File: config.mk
export PLATFORM = sky130hd
export DESIGN_NAME = cam_capture_ctrl
export DESIGN_NICKNAME = d
export VERILOG_FILES = /design/src/rtl/cam_capture_ctrl.sv
export SDC_FILE = /design/constraint.sdc
export NUM_CORES = 1
export LEC_CHECK = 0
export ABC_CLOCK_PERIOD_IN_PS = 2400
export CAP_MARGIN = 10
export CORE_UTILIZATION = 48
export CTS_CLUSTER_DIAMETER = 30
export DETAILED_ROUTE_END_ITERATION = 7
export GPL_TIMING_DRIVEN = 1
export PLACE_DENSITY = 0.91
export SLEW_MARGIN = 0
export SYNTH_ARGS = -nofsm -noshare
export SYNTH_HDL_FRONTEND = slang
export SYNTH_SLANG_ARGS = --single-unit
File: constraint.sdc
create_clock -name CAM_pclk -period 2.4 [get_ports CAM_pclk]
set_input_delay 0.6 -clock CAM_pclk [delete_from_list [all_inputs] [get_ports CAM_pclk]]
set_output_delay 0.6 -clock CAM_pclk [all_outputs]
set_load 0.01 [all_outputs]
File: src/rtl/cam_capture_ctrl.sv
// Capture sequencer between the camera pixel reader and the frame-buffer RAM write port.
// Forwards only whole frames, validates pixel count, and swaps banks after good frames.
module cam_capture_ctrl #(
  parameter int AW         = 15,
  parameter int DW         = 12,
  parameter int IMG_PIXELS = 19200
) (
  input  logic          CAM_pclk,
  input  logic          rst,
  input  logic          CAM_vsync,
  input  logic          cap_start,
  input  logic          cap_stop,
  input  logic          cap_cont,
  input  logic          in_regW,
  input  logic [AW-1:0] in_addr,
  input  logic [DW-1:0] in_data,
  output logic          DP_RAM_regW,
  output logic [AW-1:0] DP_RAM_addr_in,
  output logic [DW-1:0] DP_RAM_data_in,
  output logic          wr_bank,
  output logic          busy,
  output logic          frame_done,
  output logic          frame_err,
  output logic [7:0]    frame_cnt
);

  typedef enum logic [1:0] {IDLE, ARMED, CAPTURE, DONE} state_t;

  localparam logic [AW:0] IMG_CNT = (AW+1)'(IMG_PIXELS);

  state_t        state_q, state_d;
  logic          vsync_q;
  logic          mode_q, mode_d;
  logic          stop_q, stop_d;
  logic [AW:0]   pix_q, pix_d;
  logic          regW_q, regW_d;
  logic [AW-1:0] addr_q, addr_d;
  logic [DW-1:0] data_q, data_d;
  logic          bank_q, bank_d;
  logic          done_q, done_d;
  logic          err_q, err_d;
  logic [7:0]    cnt_q, cnt_d;
  logic          fall, rise;

  assign fall = ~CAM_vsync & vsync_q;
  assign rise = CAM_vsync & ~vsync_q;

  always_comb begin
    state_d = state_q;
    mode_d  = mode_q;
    stop_d  = stop_q;
    pix_d   = pix_q;
    regW_d  = 1'b0;
    addr_d  = addr_q;
    data_d  = data_q;
    bank_d  = bank_q;
    done_d  = 1'b0;
    err_d   = 1'b0;
    cnt_d   = cnt_q;
    case (state_q)
      IDLE: begin
        if (cap_start && !cap_stop) begin
          mode_d  = cap_cont;
          stop_d  = 1'b0;
          state_d = ARMED;
        end
      end
      ARMED: begin
        // Only a blanking->active edge starts a frame, so partial frames never reach RAM.
        if (cap_stop) begin
          state_d = IDLE;
        end else if (fall) begin
          pix_d   = '0;
          state_d = CAPTURE;
        end
      end
      CAPTURE: begin
        regW_d = in_regW;
        addr_d = in_addr;
        data_d = in_data;
        if (in_regW && (pix_q != '1)) pix_d = pix_q + 1'b1;
        if (cap_stop) stop_d = 1'b1;
        if (rise) state_d = DONE;
      end
      DONE: begin
        done_d = 1'b1;
        err_d  = (pix_q != IMG_CNT);
        cnt_d  = cnt_q + 8'd1;
        if (!err_d) bank_d = ~bank_q;
        state_d = (mode_q && !stop_q && !cap_stop) ? ARMED : IDLE;
      end
      default: state_d = IDLE;
    endcase
  end

  always_ff @(posedge CAM_pclk or posedge rst) begin
    if (rst) begin
      state_q <= IDLE;
      vsync_q <= 1'b0;
      mode_q  <= 1'b0;
      stop_q  <= 1'b0;
      pix_q   <= '0;
      regW_q  <= 1'b0;
      addr_q  <= '0;
      data_q  <= '0;
      bank_q  <= 1'b0;
      done_q  <= 1'b0;
      err_q   <= 1'b0;
      cnt_q   <= '0;
    end else begin
      state_q <= state_d;
      vsync_q <= CAM_vsync;
      mode_q  <= mode_d;
      stop_q  <= stop_d;
      pix_q   <= pix_d;
      regW_q  <= regW_d;
      addr_q  <= addr_d;
      data_q  <= data_d;
      bank_q  <= bank_d;
      done_q  <= done_d;
      err_q   <= err_d;
      cnt_q   <= cnt_d;
    end
  end

  assign DP_RAM_regW    = regW_q;
  assign DP_RAM_addr_in = addr_q;
  assign DP_RAM_data_in = data_q;
  assign wr_bank        = bank_q;
  assign busy           = (state_q != IDLE);
  assign frame_done     = done_q;
  assign frame_err      = err_q;
  assign frame_cnt      = cnt_q;

endmodule

==> results.yml <==
die:
  rows: 26
  coreArea_um2: 5270
  fp.dieW_um: 76.9
  pin_count: 74
  die_h_um: 76.9
  start_util_pct: 51.1
  floorplan.die_area_um2: 5920
yosys:
  synth_top_family_by_area: "simple AND/OR/NAND/NOR gates"
  ys_ff_latch: 60
  syn_inst: 234
  synth-compound-area-share_pct: 8.22
  syn_avg_cell_area_um2: 11.5
  yosysUniqueCellTypes: 39
  synth_xor_area_share_pct: 2.60
  muxShareOfSynthArea_pct: 12.9
  syn-num-nets: 271
  yosysWarningCount: 0
  yosysSeqAreaShare_pct: 55.7
  synth.cell_area_um2: 2690
  synth-simple-area-share_pct: 15.6
  yosys.area_share.adder_pct: 1.39
critical_path:
  crit_end: "busy"
  required_ns: 1.80
  reg2reg_depth: 5
  cp.arrival_ns: 1.65
  end_kind: "output port"
  cp-start-kind: "flop"
  r2r_slack_ns: 0.36
  reg2reg_from: "pix_q[1]"
  path_class: "flop to output port"
  worst_r2r_endpoint: "pix_q[5]"
  critPathMaxFanout: 10
sta:
  setup_slack_ns: 0.153
  fmax_mhz: 445
  slew_headroom_pct: 63.0
  finalHoldViolCount: 0
  fin_crit_sh_pct: 93.6
  whs_ns: 0.469
  skew_ns: 0.00703
  setup_viol: 0
  fin_tns_setup_ns: 0
  worstMarginPinSlew_ns: 0.550
  min_period_ns: 2.25
  slew_violations: 0
  grt_setup_unrepaired: "no"
clock_tree:
  cts-root-buf: "clkbuf_8"
  postCtsResizedCells: 0
  clk_latency_ns: 0.34
  cts_hold_buf: 0
  clock-sinks: 60
  cts_setup_buffers: 0
  cts_buffers: 9
  cts_tree: "done"
  path_clk_slew_ns: 0.07
  h-tree-depth: 3
  clockBufferDepth: 2
drt:
  ant_nets: 0
  avgViaCountPerCell: 5.58
  wl_per_cell_um: 15.6
  first_iter_violations: 141
  num_vias: 2158
  drc_errors: 0
  drt_wl_total_mm: 6.03
  drt-pass1-iter-count: 5
grt:
  track_usage_pct: 21.2
  use_met2_pct: 35.0
  grt-busiest-layer: "met2"
  grt-ovfl-total: 0
  grt_start_max_net_pins: 42
  met1_usage_pct: 26.2
  antenna_found_initial: 0
  grt_pass1_wl_mm: 9.64
  first_global_vias: 2058
  grt.met3_usage_pct: 4.64
cells_and_area:
  area_growth_pct: 39.1
  antenna_cells: 0
  drive_above_1_share_pct: 17.4
  fillers: 366
  nets: 349
  fin_area_um2: 3750
place:
  finalWeightedCongestion: 0.940
  placed_cell_area_um2: 3520
  place_ws_ns: 0.359
  port_buffers: 73
  detailed_place_hpwl_mm: 4.12
power:
  power.density_nw_per_um2: 1090
  leakage_uw: 0.00156
  worst_ir_drop_vdd_v: 0.000644
outcome:
  status: "completed"
min_path:
  hold_class: "flop to flop"
flow_run:
  drv_cap: 0
## report_power, final
part           switching [µW]  internal (µW)  total (µW)
combinational             549            882        1430
sequential                276           1360        1640
clock                     426            591        1020
## Yosys cell counts (all sizes together)
| cell type | count | area share [%] |
|---|---|---|
| a2bb2oi | 1 | 0.33 |
| xor2 | 3 | 0.98 |
| nand2b | 5 | 1.2 |
| o21ai | 10 | 2.0 |
| clkbuf | 3 | 0.42 |
| and3 | 6 | 1.4 |
| nand3b | 4 | 1.1 |
| or4 | 1 | 0.28 |
| mux2 | 29 | 12 |
| mux2i | 2 | 0.74 |
| nor4 | 5 | 1.4 |
| buf | 7 | 1.5 |
| nor4bb | 1 | 0.37 |
| nand3 | 12 | 2.2 |
| nor3 | 6 | 1.1 |
| inv | 12 | 1.7 |
| nor3b | 1 | 0.28 |
| o311ai | 1 | 0.33 |
| nor2 | 10 | 1.4 |
| a21boi | 1 | 0.28 |
| ha | 3 | 1.4 |
| xnor2 | 5 | 1.6 |
| and4bb | 1 | 0.46 |
| dfrtp | 60 | 56 |
| nand4 | 6 | 1.6 |
| o221ai | 1 | 0.33 |
| a31oi | 16 | 3.7 |
| nand2 | 13 | 1.8 |
| nor2b | 2 | 0.46 |
| o22a | 1 | 0.33 |
| a21oi | 2 | 0.37 |
| or3 | 1 | 0.23 |
| o211ai | 2 | 0.56 |
| and2 | 1 | 0.23 |
## stage by stage
step                      total power [µW]  utilization [%]  std cells
after floorplan                       2310                -        234
after global placement                3000             66.8        371
after detailed placement              3090             66.8        371
after CTS                             4130             71.1        387
after global routing                  4300             71.1        387
final                                 4080             71.1        387
## layout by cell type, fill, tap and decap left out, types with 2 or more instances in the layout
cell	synthesis	routed
clkdlybuf4s50_1	0	73
dfrtp_1	60	60
mux2_2	29	29
a31oi_1	16	16
nand2_1	13	13
nand3_1	12	12
inv_1	12	11
nor2_1	10	10
clkbuf_8	0	9
o21ai_0	7	7
and3_1	6	6
nor3_1	6	6
xnor2_1	5	5
nand4_1	5	5
nand2b_1	5	5
nor4_1	4	4
nand3b_1	4	4
xor2_1	3	3
ha_1	3	3
clkinv_4	0	3
o211ai_1	2	2
a21oi_1	2	2
mux2i_1	2	2
o21ai_1	2	2
bufinv_16	0	2
buf_4	0	2
buf_12	0	2
## final cells by class
| type | count | area [µm²] | share of cell area [%] |
|---|---|---|---|
| clock buffer | 9 | 124 | 3.31 |
| inverter | 12 | 45.0 | 1.20 |
| timing repair buffer | 77 | 786 | 21.0 |
| tap | 70 | 87.6 | 2.34 |
| clock inverter | 7 | 100 | 2.67 |
| multi-input combinational | 152 | 1100 | 29.4 |
| sequential | 60 | 1500 | 40.1 |
## kinds of logic after synthesis
kind of cell,count (synthesis)
DFF,60
buffers and inverters,22
muxes,31
AOI/OAI and AO/OA,35
adders and majority gates,3
xor gates and xnor gates,8
and+or+nand+nor,75
## worst max-delay path, stage by stage (launching register included)
cell and delay, ns:
dfrtp_1 0.52, inv_1 0.14, nand2_1 0.11, clkdlybuf4s50_1 0.54
## state kept, by name (all words and copies together), names as in the netlist, named ones only
register,flops
stop_q,1
frame_cnt,8
frame_done,1
state_q,1
DP_RAM_regW,1
frame_err,1
DP_RAM_addr_in,15
mode_q,1
vsync_q,1
DP_RAM_data_in,12
wr_bank,1
pix_q,16
## routing by layer
metal  vias to the layer above  part of all wire [%]
met5                         -                     0
met4                         0                   1.5
met3                         9                   7.6
met2                       105                    50
met1                      1041                    41
li1                       1003                     -
## how the worst min path moves through the flow
| stage | from | end | cells after the start |
|---|---|---|---|
| after global routing | wr_bank | wr_bank | 1 |
| final | frame_cnt[7] | frame_cnt[7] | 1 |
| after CTS | wr_bank | wr_bank | 1 |
| after global placement | wr_bank | wr_bank | 1 |
| after floorplan | mode_q | mode_q | 1 |
| after detailed placement | wr_bank | wr_bank | 1 |
Power figures use the tool's default switching activity.
